===== config.mk =====
export PLATFORM = sky130hd
export DESIGN_NAME = alu_csr_responder
export DESIGN_NICKNAME = d
export VERILOG_FILES = /design/src/rtl/alu_csr_responder.sv
export SDC_FILE = /design/constraint.sdc
export NUM_CORES = 2
export LEC_CHECK = 0
export BUFFER_PORTS_ARGS = -buffer_cell sky130_fd_sc_hd__buf_2
export CAP_MARGIN = 20
export CORE_ASPECT_RATIO = 0.6
export CORE_UTILIZATION = 44
export DETAILED_ROUTE_END_ITERATION = 16
export GPL_TIMING_DRIVEN = 0
export HOLD_SLACK_MARGIN = 0.15
export PLACE_DENSITY = 0.66
export SETUP_SLACK_MARGIN = 0.05
export SLEW_MARGIN = 20
export SYNTH_ARGS = -nofsm -noshare
export SYNTH_HDL_FRONTEND = slang
export SYNTH_SLANG_ARGS = --single-unit

===== constraint.sdc =====
create_clock -name clk -period 23.1 [get_ports clk]
set_clock_uncertainty 0.05 [all_clocks]
set_input_delay 1.155 -clock clk [delete_from_list [all_inputs] [get_ports clk]]
set_output_delay 1.155 -clock clk [all_outputs]
set_load 0.01 [all_outputs]

===== src/rtl/alu_csr_responder.sv =====
`default_nettype none
// ============================================================================
//  Module   : alu_csr_responder
//  Brief    : Responder side of the CSR_ALU handshake. Latches opcode and
//             operands, runs a fixed-latency computation on start, then holds
//             the result until the initiator's acknowledge completes.
//  Options  : `define ALU_DIV_EN adds an iterative restoring divider for
//             opcodes 11..14 (DIV, DIVU, REM, REMU). Without it those opcodes
//             return 0 with LATENCY timing.
//  Revision : 1.0 - initial release
// ============================================================================
module alu_csr_responder #(
    parameter int ALUOPBITS   = 4,
    parameter int ALUDATABITS = 32,
    parameter int LATENCY     = 3,
    parameter int MUL_LATENCY = 6
) (
    input  logic                   clk,
    input  logic                   rst,
    input  logic [ALUOPBITS-1:0]   ALUOP,
    input  logic [ALUDATABITS-1:0] OP1,
    input  logic [ALUDATABITS-1:0] OP2,
    input  logic [2:0]             CSR_ALU_IN,
    output logic [2:0]             CSR_ALU_OUT,
    output logic [ALUDATABITS-1:0] OP3
);

    localparam logic [2:0] c_ST_IDLE    = 3'd0;
    localparam logic [2:0] c_ST_LATCHED = 3'd1;
    localparam logic [2:0] c_ST_BUSY    = 3'd2;
    localparam logic [2:0] c_ST_DONE    = 3'd3;
    localparam logic [2:0] c_ST_ACKED   = 3'd4;

    // Wide enough for the divider's 32-step count as well as the 1..15 latencies
    localparam int c_CNT_W = 6;
    localparam logic [c_CNT_W-1:0] c_LAT_LOAD = c_CNT_W'(LATENCY - 1);
    localparam logic [c_CNT_W-1:0] c_MUL_LOAD = c_CNT_W'(MUL_LATENCY - 1);

    localparam logic [ALUOPBITS-1:0] c_OP_ADD  = ALUOPBITS'(0);
    localparam logic [ALUOPBITS-1:0] c_OP_SUB  = ALUOPBITS'(1);
    localparam logic [ALUOPBITS-1:0] c_OP_AND  = ALUOPBITS'(2);
    localparam logic [ALUOPBITS-1:0] c_OP_OR   = ALUOPBITS'(3);
    localparam logic [ALUOPBITS-1:0] c_OP_XOR  = ALUOPBITS'(4);
    localparam logic [ALUOPBITS-1:0] c_OP_SLL  = ALUOPBITS'(5);
    localparam logic [ALUOPBITS-1:0] c_OP_SRL  = ALUOPBITS'(6);
    localparam logic [ALUOPBITS-1:0] c_OP_SRA  = ALUOPBITS'(7);
    localparam logic [ALUOPBITS-1:0] c_OP_SLT  = ALUOPBITS'(8);
    localparam logic [ALUOPBITS-1:0] c_OP_SLTU = ALUOPBITS'(9);
    localparam logic [ALUOPBITS-1:0] c_OP_MUL  = ALUOPBITS'(10);
`ifdef ALU_DIV_EN
    localparam logic [ALUOPBITS-1:0] c_OP_DIV  = ALUOPBITS'(11);
    localparam logic [ALUOPBITS-1:0] c_OP_DIVU = ALUOPBITS'(12);
    localparam logic [ALUOPBITS-1:0] c_OP_REM  = ALUOPBITS'(13);
    localparam logic [ALUOPBITS-1:0] c_OP_REMU = ALUOPBITS'(14);
    // One quotient bit per step, then the zero-count cycle applies sign fix
    localparam logic [c_CNT_W-1:0]   c_DIV_LOAD = c_CNT_W'(ALUDATABITS);
`endif

    logic [2:0]             state_q, state_d;
    logic [2:0]             out_q, out_d;
    logic [c_CNT_W-1:0]     cnt_q, w_cnt_load;
    logic [ALUOPBITS-1:0]   aluop_q;
    logic [ALUDATABITS-1:0] op1_q, op2_q, op3_q;
    logic [ALUDATABITS-1:0] w_result;

    logic w_latch, w_start, w_finish;

    assign w_latch  = (state_q == c_ST_IDLE)    && CSR_ALU_IN[1];
    assign w_start  = (state_q == c_ST_LATCHED) && CSR_ALU_IN[2];
    assign w_finish = (state_q == c_ST_BUSY)    && (cnt_q == '0);

`ifdef ALU_DIV_EN
    logic [ALUDATABITS-1:0] quo_q, rem_q, dsr_q;
    logic                   qneg_q, rneg_q;
    logic                   w_is_div, w_is_sdiv;
    logic [ALUDATABITS:0]   w_rem_sh;
    logic [ALUDATABITS-1:0] w_rem_sub, w_div_quo, w_div_rem;
    logic                   w_ge;

    assign w_is_div  = (aluop_q == c_OP_DIV) || (aluop_q == c_OP_DIVU) ||
                       (aluop_q == c_OP_REM) || (aluop_q == c_OP_REMU);
    assign w_is_sdiv = (aluop_q == c_OP_DIV) || (aluop_q == c_OP_REM);
    assign w_rem_sh  = {rem_q, quo_q[ALUDATABITS-1]};
    assign w_ge      = w_rem_sh >= {1'b0, dsr_q};
    // Partial remainder always stays below the divisor, so the low bits suffice
    assign w_rem_sub = w_rem_sh[ALUDATABITS-1:0] - dsr_q;
    // Divide by zero returns all-ones quotient and the dividend as remainder
    assign w_div_quo = (op2_q == '0) ? '1    : (qneg_q ? -quo_q : quo_q);
    assign w_div_rem = (op2_q == '0) ? op1_q : (rneg_q ? -rem_q : rem_q);
`endif

    // Counter reload value depends on the latched opcode's class
    always_comb begin
        w_cnt_load = (aluop_q == c_OP_MUL) ? c_MUL_LOAD : c_LAT_LOAD;
`ifdef ALU_DIV_EN
        if (w_is_div) w_cnt_load = c_DIV_LOAD;
`endif
    end

    // Result of the latched operands, captured into OP3 on the finishing cycle
    always_comb begin
        w_result = '0;
        case (aluop_q)
            c_OP_ADD:  w_result = op1_q + op2_q;
            c_OP_SUB:  w_result = op1_q - op2_q;
            c_OP_AND:  w_result = op1_q & op2_q;
            c_OP_OR:   w_result = op1_q | op2_q;
            c_OP_XOR:  w_result = op1_q ^ op2_q;
            c_OP_SLL:  w_result = op1_q << op2_q[4:0];
            c_OP_SRL:  w_result = op1_q >> op2_q[4:0];
            c_OP_SRA:  w_result = $unsigned($signed(op1_q) >>> op2_q[4:0]);
            c_OP_SLT:  w_result = {{(ALUDATABITS-1){1'b0}}, ($signed(op1_q) < $signed(op2_q))};
            c_OP_SLTU: w_result = {{(ALUDATABITS-1){1'b0}}, (op1_q < op2_q)};
            c_OP_MUL:  w_result = op1_q * op2_q;
`ifdef ALU_DIV_EN
            c_OP_DIV, c_OP_DIVU: w_result = w_div_quo;
            c_OP_REM, c_OP_REMU: w_result = w_div_rem;
`endif
            default:   w_result = '0;
        endcase
    end

    // Handshake next-state: only the strobe relevant to the current state counts
    always_comb begin
        state_d = state_q;
        case (state_q)
            c_ST_IDLE:    if (CSR_ALU_IN[1])  state_d = c_ST_LATCHED;
            c_ST_LATCHED: if (CSR_ALU_IN[2])  state_d = c_ST_BUSY;
            c_ST_BUSY:    if (cnt_q == '0)    state_d = c_ST_DONE;
            c_ST_DONE:    if (CSR_ALU_IN[0])  state_d = c_ST_ACKED;
            c_ST_ACKED:   if (!CSR_ALU_IN[0]) state_d = c_ST_IDLE;
            default:                          state_d = c_ST_IDLE;
        endcase
    end

    // Status flags decoded from the upcoming state so they register alongside it
    always_comb begin
        out_d = 3'b000;
        case (state_d)
            c_ST_IDLE:    out_d = 3'b001;
            c_ST_LATCHED: out_d = 3'b010;
            c_ST_DONE:    out_d = 3'b100;
            default:      out_d = 3'b000;
        endcase
    end

    // State, counter, operand latches, result register and divider datapath
    always_ff @(posedge clk) begin
        if (rst) begin
            state_q <= c_ST_IDLE;
            out_q   <= 3'b001;
            cnt_q   <= '0;
            aluop_q <= '0;
            op1_q   <= '0;
            op2_q   <= '0;
            op3_q   <= '0;
`ifdef ALU_DIV_EN
            quo_q   <= '0;
            rem_q   <= '0;
            dsr_q   <= '0;
            qneg_q  <= 1'b0;
            rneg_q  <= 1'b0;
`endif
        end else begin
            state_q <= state_d;
            out_q   <= out_d;
            if (w_latch) begin
                aluop_q <= ALUOP;
                op1_q   <= OP1;
                op2_q   <= OP2;
            end
            if (w_start) begin
                cnt_q <= w_cnt_load;
            end else if ((state_q == c_ST_BUSY) && (cnt_q != '0)) begin
                cnt_q <= cnt_q - 1'b1;
            end
            if (w_finish) begin
                op3_q <= w_result;
            end
`ifdef ALU_DIV_EN
            if (w_start) begin
                // Work on magnitudes; signs are reapplied on the final cycle
                quo_q  <= (w_is_sdiv && op1_q[ALUDATABITS-1]) ? -op1_q : op1_q;
                dsr_q  <= (w_is_sdiv && op2_q[ALUDATABITS-1]) ? -op2_q : op2_q;
                rem_q  <= '0;
                qneg_q <= w_is_sdiv && (op1_q[ALUDATABITS-1] ^ op2_q[ALUDATABITS-1]);
                rneg_q <= w_is_sdiv && op1_q[ALUDATABITS-1];
            end else if (w_is_div && (state_q == c_ST_BUSY) && (cnt_q != '0)) begin
                rem_q <= w_ge ? w_rem_sub : w_rem_sh[ALUDATABITS-1:0];
                quo_q <= {quo_q[ALUDATABITS-2:0], w_ge};
            end
`endif
        end
    end

    assign CSR_ALU_OUT = out_q;
    assign OP3         = op3_q;

endmodule
`default_nettype wire


==> metrics <==
outcome=finished, final reports clean; Post-synth EDFFs=0; Die Ht=196 µm; num ports=108; Pleak=around 0.013 µW; Via-to-Cell Ratio=6.53; minimum clock period=12020 ps; CTS resizes=0; Clk Latency, worst-skew pair=slightly above 400 ps; ys async rst share=0%; most numerous cell in the Yosys netlist=nor2_1; setup ws final=roughly 11000 ps; clk sink count=about 110; share of cells above drive strength 1=7.08%; Post-DP HPWL=~130 mm; PwrDens=41.7 nW/µm²; Most Crowded Layer GR=met1; # DRC=0; Mean Syn Cell Area=7.93 µm²; vias in the first global route=approximately 27000; synthesized area=27600 µm²; postcts setup bufs=0; CP startpoint kind=flip-flop; Port Buf Inserts=107; Setup Crit Path Kind=flip-flop to flip-flop; Crit path top cell by count=fa_1; Max transition margin=12.0%; global route overflow=0; CP max-delay cell=o31ai_1; final instance area=29500 µm²; drt wl/cell=35.9 µm; GRT Util Overall=49.7%; VDD IR-drop max=0.0367 mV; area of the multi-input gates=22700 µm²; GPL Wtd Cong=roughly 1.1; Synthesis Warnings=0; Core Area=61400 µm²; Fill cells=around 6200; worst path bufs/invs=11; met1 Use GR=72.0%; Starting Density=~45%; Yosys top cell area share=29.8%; #FFs+latches synth=112; Cell variety after synth=84; RSZ-0062 raised after global routing=false; FF/Latch Area=2240 µm²; Pre-antenna DRT Iters=8; Tcrit/Tclk final=52.0%; synth cell count leaders=492 x nor2_1, 475 x nand2_1, 462 x inv_1; area delta synth->final=7.07%; CP Capture Type=flip-flop; M2 GR Usage=56.3%; area leader, netlist=fa_1; clock slew at reported path FFs=roughly 100 ps; M3 GR Usage=35.4%; die width=around 330 µm; Nets=4302; H-tree depth=3; Final Hold Vio Count=0; arrival time of the worst setup path=12320 ps; Hold-fix buffers, CTS=0; CTS tree=built; total wire length=between 150 and 200 mm; Cell Rows=70; hold slack final=407 ps; Setup violations, final=0; Post-DRT Antenna Nets=0; Final Slew Violations=0; maximum number of pins on one net before global-route repair=22; Area contributors post-synth=fa_1 30%, ha_1 10%, dfxtp_1 8.1%; Mapped Nets=about 4200; Post-Synthesis Cells=3478; die area=63700 µm²; Seq/Total Area, Yosys=8.13%; Place WS=11680 ps; dpl cell area=29200 µm²; initial DRC count=4979; clk root buf=clkbuf_16; maximum clock frequency=0.0832 GHz; max_cap viols=0; Num CTS Buffers=9; initial antenna violation count=14; first-pass GRT wire length=218 mm; Worst Path Max Fanout=11; Total Neg Setup Slack=0 ps; CP peak stage delay=1000 ps; Crit path max-delay family=adder cells; routed via count=29000; CTS max path bufs=2; worst slew pin tran=1320 ps; Hold/Removal Path Class=flip-flop to flip-flop; Main synth FF type=dfxtp_1; Crit path required time=around 23000 ps
[sequential cells by signal, indices dropped and copies added, names as in the netlist]
register	flops
OP3	32
op1_q	32
aluop_q	4
CSR_ALU_OUT	3
state_q	3
op2_q	32
cnt_q	6
[final timing paths]
check,slack [ps],startpoint,endpoint,cells after the start
worst max-delay path,11080,op2_q[2],OP3[24],30
worst max register to register,11080,op2_q[2],OP3[24],30
worst min-delay path,410,OP3[13],OP3[13],2
worst min register to register,410,OP3[13],OP3[13],2
[area by class of cell]
type,instances,share of cell area [%]
Clock buffer,10,0.809
Inverter,482,6.13
Multi-Input combinational cell,2657,76.7
Timing Repair Buffer,109,1.86
Clock inverter,6,0.233
Tap cell,828,3.51
Sequential cell,112,7.59
Antenna cell,6,0.0508
Buffer,227,3.08
[power by group]
part	total (µW)	switching (µW)	internal [µW]	leakage, µW
clock	183	103	80.3	0.000147
combinational	807	573	234	0.0118
sequential	242	37.0	205	0.000914
[per-layer routing]
metal / up-vias / wire length, µm / part of all wire [%]
li1: 11600 / - / -
met1: 14300 / 68300 / 43
met2: 2705 / 52400 / 33
met3: 346 / 33900 / 21
met4: 18 / 4600 / 2.9
met5: - / 340 / 0.21
[kinds of logic after synthesis]
| kind of cell | Yosys count | share of synthesized area [%] |
|---|---|---|
| AND/OR/NAND/NOR | 1148 | 17.1 |
| buffers and inverters | 709 | 9.80 |
| AO/OA/AOI/OAI | 681 | 16.0 |
| adder cells (fa/ha/maj) | 631 | 39.8 |
| flip-flops | 112 | 8.13 |
| multiplexers | 103 | 6.22 |
| XOR/XNOR | 94 | 2.98 |
[tightest hold or removal path, cell delays in order (launching register included)]
cell	delay (ps)
dfxtp_1	320
nand2_1	50
a21oi_1	50
[through the flow]
| step | utilization, % | power [µW] | cells |
|---|---|---|---|
| 4_1_cts | 48.0 | 1160 | 4430 |
| 5_1_grt | 48.1 | 1250 | 4432 |
| 2_1_floorplan | - | 654 | 3478 |
| 3_5_place_dp | 47.5 | 986 | 4414 |
| 6_report | 48.1 | 1230 | 4437 |
| 3_3_place_gp | 47.5 | 992 | 4413 |
[layout by cell type (no fill, tap or decap), types with 16 or more instances in the layout]
master | synthesis | routed
a211oi_1 | 30 | 30
a21o_1 | 24 | 24
a21oi_1 | 244 | 243
a221oi_1 | 25 | 25
a22oi_1 | 23 | 23
a31oi_1 | 17 | 17
buf_1 | 38 | 36
buf_2 | 25 | 134
clkbuf_1 | 162 | 153
dfxtp_1 | 112 | 112
fa_1 | 410 | 410
ha_1 | 221 | 221
inv_1 | 462 | 462
mux2i_1 | 41 | 41
mux4_2 | 54 | 54
nand2_1 | 475 | 475
nand3_1 | 30 | 30
nor2_1 | 492 | 492
nor2b_1 | 16 | 16
nor3_1 | 44 | 43
o2111ai_1 | 16 | 16
o211ai_1 | 19 | 19
o21ai_0 | 116 | 116
o22ai_1 | 21 | 21
xnor2_1 | 68 | 68
xor2_1 | 26 | 26
Note: power is estimated with default switching activity, not from simulation.
